File: config.mk
export PLATFORM = sky130hd
export DESIGN_NAME = ctrl_fsm
export DESIGN_NICKNAME = d
export VERILOG_FILES = /design/src/rtl/ctrl_fsm.sv
export SDC_FILE = /design/constraint.sdc
export NUM_CORES = 1
export LEC_CHECK = 0
export ABC_AREA = 1
export ABC_CLOCK_PERIOD_IN_PS = 2350
export BUFFER_PORTS_ARGS = -buffer_cell sky130_fd_sc_hd__buf_4
export CORE_ASPECT_RATIO = 0.6
export CORE_MARGIN = 2
export CORE_UTILIZATION = 30
export CTS_BUF_LIST = sky130_fd_sc_hd__clkbuf_16
export CTS_CLUSTER_DIAMETER = 80
export DETAILED_ROUTE_END_ITERATION = 8
export PLACE_DENSITY = 0.62
export SYNTH_ARGS = -nofsm -noshare
export SYNTH_HDL_FRONTEND = slang
export SYNTH_SLANG_ARGS = --single-unit
File: constraint.sdc
create_clock -name clk -period 2.35 [get_ports clk]
set_clock_uncertainty 0.1 [all_clocks]
set_input_delay 0.47 -clock clk [delete_from_list [all_inputs] [get_ports clk]]
set_output_delay 0.47 -clock clk [all_outputs]
set_load 0.02 [all_outputs]
File: src/rtl/ctrl_fsm.sv
// Multi-cycle instruction-sequencing controller: fetch/decode/execute FSM driving
// memory, register-file and ALU strobes. Define CTRL_TRAP_EN to trap on opcode 15.
module ctrl_fsm (
  input  logic        clk,
  input  logic        rst_n,
  input  logic [15:0] instr,
  input  logic        mem_ack,
  input  logic        neg,
  input  logic        zero,
  output logic [15:0] ir,
  output logic [3:0]  alu_op,
  output logic        mem_req,
  output logic        mem_we,
  output logic        addr_sel,
  output logic        ir_we,
  output logic        pc_we,
  output logic        rf_we,
  output logic [1:0]  wb_sel,
  output logic        halted,
  output logic        trap,
  output logic [15:0] instret
);

  typedef enum logic [4:0] {
    S_IDLE, S_FETCH, S_DECODE, S_EX, S_WB_ALU, S_EX_LD, S_MEM_LD, S_WB_LD,
    S_EX_ST, S_MEM_ST, S_BR, S_BR_TAKE, S_BR_NOT, S_EX_JAL, S_WB_JAL, S_EX_JR,
    S_HALT, S_TRAP
  } state_t;

  state_t      r_state;
  state_t      w_next;
  logic [15:0] r_ir;
  logic [15:0] r_instret;
  logic [3:0]  w_op;

  assign w_op    = r_ir[15:12];
  assign ir      = r_ir;
  assign instret = r_instret;

  always_ff @(posedge clk or negedge rst_n) begin
    if (!rst_n) begin
      r_state   <= S_IDLE;
      r_ir      <= '0;
      r_instret <= '0;
    end else begin
      r_state <= w_next;
      if (ir_we) r_ir <= instr;
      if (pc_we) r_instret <= r_instret + 16'd1;
    end
  end

  // Outputs decode purely from state (plus mem_ack in the handshake states),
  // so an asynchronous reset to IDLE drops every strobe immediately.
  always_comb begin
    w_next   = r_state;
    alu_op   = '0;
    mem_req  = 1'b0;
    mem_we   = 1'b0;
    addr_sel = 1'b0;
    ir_we    = 1'b0;
    pc_we    = 1'b0;
    rf_we    = 1'b0;
    wb_sel   = 2'd0;
    halted   = 1'b0;
    trap     = 1'b0;
    case (r_state)
      S_IDLE: w_next = S_FETCH;
      S_FETCH: begin
        mem_req = 1'b1;
        if (mem_ack) begin
          ir_we  = 1'b1;
          w_next = S_DECODE;
        end
      end
      S_DECODE: begin
        case (w_op)
          4'd8:        w_next = S_EX_LD;
          4'd9:        w_next = S_EX_ST;
          4'd10, 4'd11: w_next = S_BR;
          4'd12:       w_next = S_EX_JAL;
          4'd13:       w_next = S_EX_JR;
          4'd14:       w_next = S_HALT;
          4'd15: begin
`ifdef CTRL_TRAP_EN
            w_next = S_TRAP;
`else
            w_next = S_BR_NOT;
`endif
          end
          default:     w_next = S_EX;
        endcase
      end
      S_EX: begin
        alu_op = w_op;
        w_next = S_WB_ALU;
      end
      S_WB_ALU: begin
        alu_op = 4'd10;
        rf_we  = 1'b1;
        wb_sel = 2'd0;
        pc_we  = 1'b1;
        w_next = S_FETCH;
      end
      S_EX_LD: begin
        alu_op = 4'd8;
        w_next = S_MEM_LD;
      end
      S_MEM_LD: begin
        alu_op   = 4'd8;
        mem_req  = 1'b1;
        addr_sel = 1'b1;
        if (mem_ack) w_next = S_WB_LD;
      end
      S_WB_LD: begin
        alu_op = 4'd10;
        rf_we  = 1'b1;
        wb_sel = 2'd1;
        pc_we  = 1'b1;
        w_next = S_FETCH;
      end
      S_EX_ST: begin
        alu_op = 4'd9;
        w_next = S_MEM_ST;
      end
      S_MEM_ST: begin
        mem_req  = 1'b1;
        mem_we   = 1'b1;
        addr_sel = 1'b1;
        if (mem_ack) begin
          alu_op = 4'd10;
          pc_we  = 1'b1;
          w_next = S_FETCH;
        end else begin
          alu_op = 4'd9;
        end
      end
      // opcode bit 0 selects the flag: 10 (bz) tests zero, 11 (bn) tests neg
      S_BR: w_next = (w_op[0] ? neg : zero) ? S_BR_TAKE : S_BR_NOT;
      S_BR_TAKE: begin
        alu_op = 4'd11;
        pc_we  = 1'b1;
        w_next = S_FETCH;
      end
      S_BR_NOT: begin
        alu_op = 4'd10;
        pc_we  = 1'b1;
        w_next = S_FETCH;
      end
      S_EX_JAL: begin
        alu_op = 4'd10;
        rf_we  = 1'b1;
        wb_sel = 2'd2;
        w_next = S_WB_JAL;
      end
      S_WB_JAL: begin
        alu_op = 4'd12;
        pc_we  = 1'b1;
        w_next = S_FETCH;
      end
      S_EX_JR: begin
        alu_op = 4'd13;
        pc_we  = 1'b1;
        w_next = S_FETCH;
      end
      S_HALT: halted = 1'b1;
      S_TRAP: begin
`ifdef CTRL_TRAP_EN
        trap = 1'b1;
`endif
      end
      default: w_next = S_IDLE;
    endcase
  end

endmodule

== Yosys cells after proc, flatten, opt, wreduce, memory -nomap -nowiden ==
Memories as Yosys holds them, arrays and structs flattened.
Index checks and enable logic that the tools add are counted.

* Bits in registers: 37
* ROM bits: 80
* Input bits: 21
* Output and inout bits: 46
* Word-level logic and storage cells: 53
* Memories kept: 1

{| class="wikitable"
|+ Memories
! memory !! depth !! bits a word !! read ports !! clocked after memory_dff !! wr ports !! line !! RTL
|-
| (no name shown) || 16 || 5 || 1 || 0 || 0 || 76 || <nowiki>case (w_op)</nowiki>
|}

* $add $sub $neg: 1
* Equal/unequal tests: 20
* Mux-type cells: 17
* Bitwise logic cells: 1
* Reduce and logical (&&, ||, !) cells: 10

{| class="wikitable"
|+ Operators by type and width
! operator !! count
|-
| 5-bit one-hot mux with 11 select lines || 1
|-
| 5-bit by 4-bit == test with 1-bit output (second input constant) || 8
|-
| 4-bit one-hot mux with 8 select lines || 1
|-
| 5-bit by 3-bit == test with 1-bit output (second input constant) || 4
|-
| 16-bit by 1-bit adder with 16-bit output (second input constant) || 1
|-
| 5-bit two-way mux || 3
|-
| 5-bit by 2-bit == test with 1-bit output (second input constant) || 2
|-
| 5-bit == test (second input constant) || 2
|-
| 1-bit two-way mux || 8
|-
| 7-bit OR reduction || 1
|-
| 2-bit inequality test (second input constant) || 3
|-
| 2-bit OR reduction || 3
|-
| 3-bit OR reduction || 2
|-
| 6-bit OR reduction || 1
|-
| 5-bit by 1-bit == test with 1-bit output (second input constant) || 1
|-
| 5-bit zero test || 1
|-
| 2-bit one-hot mux with 2 select lines || 1
|-
| 4-bit AND reduction || 1
|-
| 4-bit OR reduction || 1
|-
| 3-bit two-way mux || 1
|-
| 2-bit two-way mux || 1
|-
| 1-bit one-hot mux with 2 select lines || 1
|-
| 1-bit inverter || 1
|}

== Logic depth before layout (Yosys ltp) ==
Gate-level depths: netlist of the first run.

* Word-level depth: 4
* Depth in mapped cells: 11
* Depth with buffers taken out: 9

== Worst setup path before layout of the first run ==
Ideal clock, no wire load.

* Kind: reg-to-output
* From: register r_state[1]
* To: output port alu_op[1]
* Arrival: 1.379 ns
* Required time: 1.780 ns
* Path slack: 0.401 ns
* Cell stages (with the launch flop): 7
* Path buffers: 1
* Cell sequence: dfrtp_1 -> buf_2 -> inv_2 -> nand2_1 -> nor2_1 -> nor2_1 -> o211ai_1

* Word-level cells in the longest chain between the ends: 3
* Elaborated cells between the ends (all ways): 15
* Those cells by class: eq/ne (12); mux (1); reduce/logical (2)

{| class="wikitable"
|+ RTL lines
! item !! line !! RTL
|-
| start, declared || 30 || <nowiki>state_t r_state;</nowiki>
|-
| start signal, assigned || 46 || <nowiki>r_state <= w_next;</nowiki>
|-
| 5-bit by 4-bit == test with 1-bit output / 5-bit by 3-bit == test with 1-bit output (equally long branches) || 66 || <nowiki>case (r_state)</nowiki>
|-
| 4-bit OR reduction (no source line) / 2-bit OR reduction (equally long branches) || - ||
|-
| 4-bit one-hot mux with 8 select lines * || 66 ||
|-
| end, declared || 11 || <nowiki>output logic [3:0] alu_op,</nowiki>
|}

Every way passes the cells marked *; elsewhere a longest branch is shown, timed or not.

== Worst setup path after layout of the first run ==
* From: register r_state[4]
* To: output port alu_op[1]

The elaborated chain is that of the path after synthesis.

==> run summary, run 1 <==
The endpoint identified for the worst register-to-register timing path is instret[0]$_DFFE_PN0P_. The worst setup path is launched from a register. The area of the mapped netlist came out at 0.00218 mm^2. The number of ports placed on the die boundary came out at 67. The setup slack at placement is 0.223 ns. The adder-cell share of the synthesized area came out at 0.574%. The worst register-to-register path has a setup slack of 0.66 ns. The count of yosys warnings during synthesis came out at 0. The signal on the critical path passes through inv_2 > nand2_1 > nor2_2 > nand2_2 > nand3_4 > nor2_1 > o211ai_1 > buf_4.

After synthesis, the largest family of logic cells by area is simple AND/OR/NAND/NOR gates. In this run the core area contains 24 standard-cell rows. The top cell type by total area after synthesis is sky130_fd_sc_hd__dfrtp_1. In this run the mean area of a mapped cell was 7.12 um^2. The total number of H-tree levels came out at 2. The number of global-route vias before repair is 1910. The synthesized design contains 37 register bits.

In this design, the stage delay of the slowest critical-path cell is 0.50 ns. Of the total synthesized cell area, the portion taken by XOR and XNOR cells is 5.22%. The simple-gate share of the synthesized area came out at 38.1%. The die outline width is 114 um. The clock latency reported for the late side of the worst-skew pair came out at 0.27 ns. The die is 70.0 um tall.

The signed area change from the synthesized netlist to the final layout is 34.8%. The cell area reported after detailed placement is 0.00275 mm^2. The number of vias after detailed routing came out at 2214.

The tightest min-delay check is of the in -> async type. For this block, the initial DRC count from the detailed router was 152. The number of antenna violations at the first check in global routing is 0. The global route total overflow is 0.

The total area of sequential cells is 928 um^2. The maximum fanout along the worst path is 7. Yosys mapped the design onto 27 distinct sky130hd cell types. The critical path in this run is classified as reg -> out. The maximum count of clock buffers along a single path came out at 2. In the post-synthesis netlist, the biggest area contributors are sky130_fd_sc_hd__dfrtp_1 (42%), sky130_fd_sc_hd__nand2_1 (20%), sky130_fd_sc_hd__nand3_1 (6.4%), sky130_fd_sc_hd__nor2_1 (6.2%), sky130_fd_sc_hd__o21ai_0 (5.3%). The global placer's final weighted congestion is 0.909. The sort of element at the end of the critical path is a primary output. The synthesized netlist net count is 328. The share of synthesized area occupied by flip-flops and latches came out at 42.5%. For this design, the slowest cell found on the critical path is sky130_fd_sc_hd__dfrtp_1.

The share of final-layout standard cells stronger than drive strength 1 came out at 25.1%. The max capacitance violation total came out at 0. Of the post-synthesis cell area, the part taken by muxes is 0%. The tree built by TritonCTS fans out to 37 sinks. The wire length reported by the detailed router came out at 6090 um. TritonCTS built the clock tree. The worst voltage drop across the vdd grid came out at 0.422 mV. Synthesis produced a netlist whose cell count is 306.

The multi-input gate area in the final layout is 0.00113 mm^2. The pin count of the biggest net entering global routing is 38. The share of the synthesized area in the top cell type is 42.5%. The floorplan die area is 0.00799 mm^2. 0 antenna diodes ended up in the layout.

The minimum period implied by the final worst setup slack is 2.26 ns. The run finished with clean final reports. The number of detailed-route iterations in the first pass is 5. The clock transition at the registers of the reported paths came out at 0.06 ns. The final number of hold-violating endpoints was 0.

The setup slack of the critical path after layout is 0.0896 ns. The endpoint required time on the critical path came out at 1.78 ns. The count of endpoints failing setup in the final report came out at 0. Once layout is done, the placed cells without fillers occupy 0.00294 mm^2. The number of routed nets with antenna violations is 0. The cell leakage power came out at 1.53 nW. The total routing resource utilization after global routing is 15.4%. The per-cell routed wire length is 13.0 um.

The placeable core region is 0.00715 mm^2. The count of pins over their slew limit is 0. Dividing the detail-routed via count by the number of cells gives 4.72.

In the finished design, the share of the clock period the worst path needs comes to 96.2%. The number of clock buffers added by TritonCTS is 5. The final layout contains 399 nets. The number of cells on the worst reg-to-reg path is 8. The detailed-route DRC error count came out at 0. For this design the ratio of total power to cell area is 1270 mW/mm^2. The cell at the root of the clock tree is sky130_fd_sc_hd__clkbuf_16.

The highest attainable clock frequency came out at 0.442 GHz. The starting density of the core came out at 30.5%. After legalization and detailed placement, the total HPWL measured 4690 um.

The complex-gate fraction of the synthesized area is 7.06%. The number of filler cells placed in the layout came out at 748. Input and output buffers added on the ports amount to 65. The worst register-to-register path begins at r_state[4]$_DFFE_PN0P_. The global-route wire length before repair came out at 9800 um. The data arrival time of the critical path is 1.69 ns.
-- placed cells by master, fill, tap and decap left out --
cell,synthesis,final
sky130_fd_sc_hd__nor2_4,0,2
sky130_fd_sc_hd__nand3_4,1,1
sky130_fd_sc_hd__nor2_2,3,3
sky130_fd_sc_hd__buf_4,3,72
sky130_fd_sc_hd__o21ai_1,3,3
sky130_fd_sc_hd__nor3_1,1,1
sky130_fd_sc_hd__dfrtp_2,0,2
sky130_fd_sc_hd__nand3b_1,1,1
sky130_fd_sc_hd__clkbuf_16,0,5
sky130_fd_sc_hd__o211ai_1,2,2
sky130_fd_sc_hd__nand2_1,118,118
sky130_fd_sc_hd__and2_1,1,1
sky130_fd_sc_hd__dfrtp_1,37,35
sky130_fd_sc_hd__nand2_2,2,2
sky130_fd_sc_hd__nor2_1,36,34
sky130_fd_sc_hd__nand3_1,28,28
sky130_fd_sc_hd__inv_2,3,3
sky130_fd_sc_hd__clkinvlp_4,0,1
sky130_fd_sc_hd__xnor2_1,9,9
sky130_fd_sc_hd__inv_1,17,17
sky130_fd_sc_hd__o21ai_0,23,23
sky130_fd_sc_hd__inv_6,0,1
sky130_fd_sc_hd__xor2_1,4,4
sky130_fd_sc_hd__ha_1,1,1
sky130_fd_sc_hd__nand4_1,4,4
sky130_fd_sc_hd__clkinv_2,0,2
sky130_fd_sc_hd__conb_1,1,1
sky130_fd_sc_hd__o2111ai_1,1,1
sky130_fd_sc_hd__nor2_8,1,1
-- state kept, by name, summed over array words and instances, names as in the netlist --
signal   cells
ir          16
instret     16
r_state      5
-- cells in the mapped netlist (all sizes together) --
cell / number
xnor2: 9
o2111ai: 1
clkbuf: 2
nand3b: 1
nand2: 120
and2: 1
nand4: 4
dfrtp: 37
o21ai: 26
ha: 1
o211ai: 2
conb: 1
xor2: 4
nor3: 1
buf: 6
nor2: 40
inv: 21
nand3: 29
-- power by group --
| part | internal, W | leakage, nW | switching, W |
|---|---|---|---|
| clock network | 0.000388 | 0.0696 | 0.000248 |
| registers | 0.000857 | 0.478 | 0.000224 |
| logic | 0.000759 | 0.979 | 0.00126 |
| total | 0.00200 | 1.53 | 0.00174 |
-- final cells by class --
type	instances	share of cell area (%)
clock buffer	5	4.26
clock inverter	3	0.596
inverter	21	2.85
multi-input combinational	240	38.4
sequential	37	31.6
tap	91	3.87
timing repair buffer	72	18.4
-- cells by family (layout without fill, tap and decap cells) --
group	count (synthesis)	count (layout)
AO/OA/AOI/OAI	29	29
XOR/XNOR	13	13
adder cells (fa/ha/maj)	1	1
buffers and inverters	29	101
flip-flops	37	37
other	1	1
AND/OR/NAND/NOR	196	196
-- stage by stage --
| stage | hold WS, ns | util, % | setup TNS [ns] | instances | power [W] |
|---|---|---|---|---|---|
| 3_3_place_gp | 0.368 | 38.5 | 0 | 458 | 0.00305 |
| 5_1_grt | 0.0938 | 41.1 | -0.0112 | 469 | 0.00403 |
| 3_5_place_dp | 0.370 | 38.5 | 0 | 458 | 0.00305 |
| 4_1_cts | 0.0735 | 40.6 | 0 | 467 | 0.00373 |
| 2_1_floorplan | 0.0744 | - | 0 | 306 | 0.00231 |
| 6_report | 0.0542 | 41.1 | 0 | 469 | 0.00374 |
-- per-layer routing --
layer | GRT usage [%] | share of wire [%] | up-vias | wire length, um
li1 | - | - | 1121 | -
met1 | 25.2 | 54 | 1016 | 3300
met2 | 20.5 | 39 | 75 | 2370
met3 | 3.47 | 6.5 | 2 | 397
met4 | 2.44 | 0.48 | 0 | 29
met5 | 0 | 0 | - | 0
-- what timing repair did --
action	in CTS	in global routing
hold buffers	0	0
setup endpoints to repair	1	3
setup buffers	1	2
resized for setup	0	7
pin swaps	1	0
-- worst max path at each step --
stage	from	to	depth (start not counted)
CTS	r_state[3]$_DFFE_PN0P_	pc_we	7
finish	r_state[4]$_DFFE_PN0P_	alu_op[1]	8
global route	r_state[4]$_DFFE_PN0P_	alu_op[1]	8
detailed placement	r_state[1]$_DFFE_PN0P_	pc_we	7
floorplan	r_state[1]$_DFFE_PN0P_	alu_op[1]	6
global placement	r_state[4]$_DFFE_PN0P_	pc_we	8
-- critical path, delay by kind of cell, from the launching register on --
kind | cells | cell delay (ns)
and+or+nand+nor | 5 | 0.50
AOI/OAI and AO/OA | 1 | 0.11
DFF | 1 | 0.50
buffers and inverters | 2 | 0.29
Power figures use the tool's default switching activity.
==> run 2: changes to the inputs <==
BUFFER_PORTS_ARGS = -buffer_cell sky130_fd_sc_hd__buf_2   (was -buffer_cell sky130_fd_sc_hd__buf_4)
CAP_MARGIN = 10   (was not set)
TNS_END_PERCENT = 100   (was not set)
==> run summary, run 2 (synthesis results as in run 1) <==
The flow ran to the end, and the final reports show no timing, DRC or antenna violations. The signed area change from the synthesized netlist to the final layout is 28.6%. The global routing met1 resource utilization came out at 23.4% (-1.7 points). The element type at the critical path start is a register.

The minimum period implied by the final worst setup slack came out at 2.23 ns (-0.0293 ns). The global placer's final weighted congestion is 0.898 (-1.2%). TritonCTS built the clock tree. The clock buffer count from CTS came out at 5 (unchanged). The detail-routed via count per cell was 4.67 (-1.1%). The global route total overflow came to 0 (unchanged).

The detailed-route DRC error count came out at 0 (unchanged). The capture point of the critical path is pc_we. The power density over the cells came out at 1300 mW/mm^2 (+2.3%). The multi-input gate area in the final layout is 0.00113 mm^2 (-0.22%). The post-route clock period utilization came out at 94.9% (-1.2 points).

The number of cells on the worst reg-to-reg path came out at 8 (unchanged). The die span in y is 70.0 um (unchanged). The data arrival time of the critical path is 1.66 ns (-0.03 ns). The number of ports placed on the die boundary came to 67 (unchanged). The pin count of the biggest net entering global routing came out at 26 (-32%).

The global-route track usage on met2 came out at 20.8% (+0.33 points). The cell area after layout is 0.00280 mm^2 (-4.6%). The post-route core utilization came out at 39.2% (-1.9 points). The endpoint identified for the worst register-to-register timing path is ir[12]$_DFFE_PN0P_. The sort of element at the end of the critical path is a primary output. The met3 layer usage reported by global route is 5.56% (+2.1 points). The highest attainable clock frequency came out at 0.448 GHz (+1.3%). The relative slew slack came out at 63.0%.

The share of final-layout standard cells stronger than drive strength 1 is 25.3% (+0.20 points). The clock transition at the registers of the reported paths is 0.06 ns (about the same). The count of standard-cell rows is 24 (unchanged). The number of vias after detailed routing is 2194 (-0.90%). The count of endpoints failing setup in the final report came out at 0 (unchanged). The number of global-route vias before repair came out at 2027 (+6.1%).

The detailed router's first-iteration violation count is 158 (+3.9%). The worst reg2reg path startpoint is r_state[1]$_DFFE_PN0P_. The wire length reported by the detailed router is 5890 um (-3.4%). The actual transition at the worst max-transition pin came out at 0.556 ns.

The setup slack at placement is 0.326 ns (+0.103 ns). The floorplan die area was 0.00799 mm^2 (unchanged). The clock latency reported for the late side of the worst-skew pair is 0.27 ns (about the same). The total routing resource utilization after global routing came out at 15.4% (+0.029 points). The worst voltage drop across the vdd grid is 0.597 mV (+41%). The max capacitance violation total is 0 (unchanged). The number of routed nets with antenna violations is 0 (unchanged). The final antenna diode count is 0 (unchanged). The stage delay of the slowest cell on the critical path is 0.46 ns (-0.04 ns). The final non-filler cell total came out at 470 (+0.21%). The net total in the final layout is 400 (+0.25%). The placed cell count is 461 (+0.66%). The number of buffers added on ports came out at 65 (unchanged). After global routing, the most crowded layer is met1. The register-to-register setup slack came to 0.68 ns (+0.02 ns).

The maximum count of clock buffers along a single path is 2 (unchanged). The setup total negative slack is 0 ns (unchanged). The total area of sequential cells is 932 um^2 (+0.40%). The signal on the critical path passes through inv_2 > nand2_1 > nor2_2 > nand2_2 > nand3_4 > nor2_8 > inv_4 > buf_4. The count of pins over their slew limit came out at 0 (unchanged). The starting density of the core is 30.5% (unchanged).

The cell type of the slowest stage on the worst timing path is sky130_fd_sc_hd__dfrtp_2. The placeable core region is 0.00715 mm^2 (unchanged). The number of filler cells placed in the layout came out at 757 (+1.2%). The endpoint required time on the critical path is 1.78 ns (about the same). The total number of H-tree levels was 2 (unchanged). Setup repair after global routing left no endpoint under its margin.

The final number of hold-violating endpoints is 0 (unchanged). The per-cell routed wire length is 12.5 um (-3.6%). The global-route wire length before repair is 9800 um (unchanged).

The tree is rooted in a sky130_fd_sc_hd__clkbuf_16. The cell area reported after detailed placement is 0.00261 mm^2 (-5.1%). The number of antenna violations at the first check in global routing is 0 (unchanged). The top cell types in the final layout, fill and taps aside, are sky130_fd_sc_hd__nand2_1 (118), sky130_fd_sc_hd__buf_2 (64), sky130_fd_sc_hd__nor2_1 (35).

The maximum fanout along the worst path came out at 14 (+7). The number of detailed-route iterations in the first pass is 4 (-1). The cell leakage power is 1.51 nW (-0.95%). The total of hold buffers inserted after clock tree synthesis is 0 (unchanged). The number of sinks handled by clock tree synthesis came out at 37 (unchanged). The detailed placer's ending HPWL is 4620 um (-1.5%).

The die outline width is 114 um (unchanged). The worst hold-check path type is in -> async. Leaving out fill and tap cells, the most frequent cell in the layout is sky130_fd_sc_hd__nand2_1.

In this run the worst setup path begins at r_state[4]$_DFFE_PN0P_. The setup path with the least slack is of type reg -> out. The setup slack of the critical path after layout was 0.119 ns (+0.0293 ns).
## run 2: changes by cell type in the layout (fill, tap and decap cells not counted), moves of 2 or more
cell,before,now
sky130_fd_sc_hd__buf_4,72,8
sky130_fd_sc_hd__dfrtp_2,2,5
sky130_fd_sc_hd__clkinv_2,2,0
sky130_fd_sc_hd__dfrtp_1,35,32
sky130_fd_sc_hd__buf_2,0,64
## run 2: area by class of cell
type	count	area share, %
clock buffers	5	4.46
clock inverters	3	1.34
repair buffers	73	13.8
flip-flops and latches	37	33.3
well taps	91	4.06
multi-input cells	240	40.2
inverters	21	2.90
## run 2: how the worst min path moves through the flow
| stage | startpoint | endpoint | cells after the start |
|---|---|---|---|
| floorplan | rst_n | instret[0]$_DFFE_PN0P_ | 0 |
| global placement | ir[5]$_DFFE_PN0P_ | ir[5]$_DFFE_PN0P_ | 2 |
| detailed placement | ir[8]$_DFFE_PN0P_ | ir[8]$_DFFE_PN0P_ | 2 |
| CTS | rst_n | ir[4]$_DFFE_PN0P_ | 1 |
| global route | rst_n | ir[4]$_DFFE_PN0P_ | 1 |
| finish | rst_n | ir[4]$_DFFE_PN0P_ | 1 |
## run 2: repair_timing
action	in CTS	in global routing
resized for setup	0	9
setup endpoints to repair	0	5
buffers inserted	0	1
## run 2: metal layers
| metal | up-vias | share of wire (%) | wire, um |
|---|---|---|---|
| li1 | 1117 | - | - |
| met1 | 1003 | 53 | 3110 |
| met2 | 72 | 38 | 2260 |
| met3 | 2 | 8.2 | 485 |
| met4 | 0 | 0.46 | 27 |
| met5 | - | 0 | 0 |
## run 2: worst max-delay path, delay by kind of cell (launching register included)
kind,cells,cell delay [ns]
and+or+nand+nor,5,0.49
DFF,1,0.46
buffers and inverters,3,0.43
## run 2: through the flow
step | hold WS [ns] | total power (W)
after floorplan | 0.0744 | 0.00231
after global placement | 0.374 | 0.00289
after detailed placement | 0.387 | 0.00289
after CTS | 0.101 | 0.00364
after global routing | 0.126 | 0.00396
final | 0.0798 | 0.00365
## run 2: power by group
part           switching, W  leakage (nW)  internal, W
clock              0.000239        0.0826     0.000492
combinational       0.00124         0.956     0.000601
sequential         0.000212         0.473     0.000861
total               0.00170          1.51      0.00195
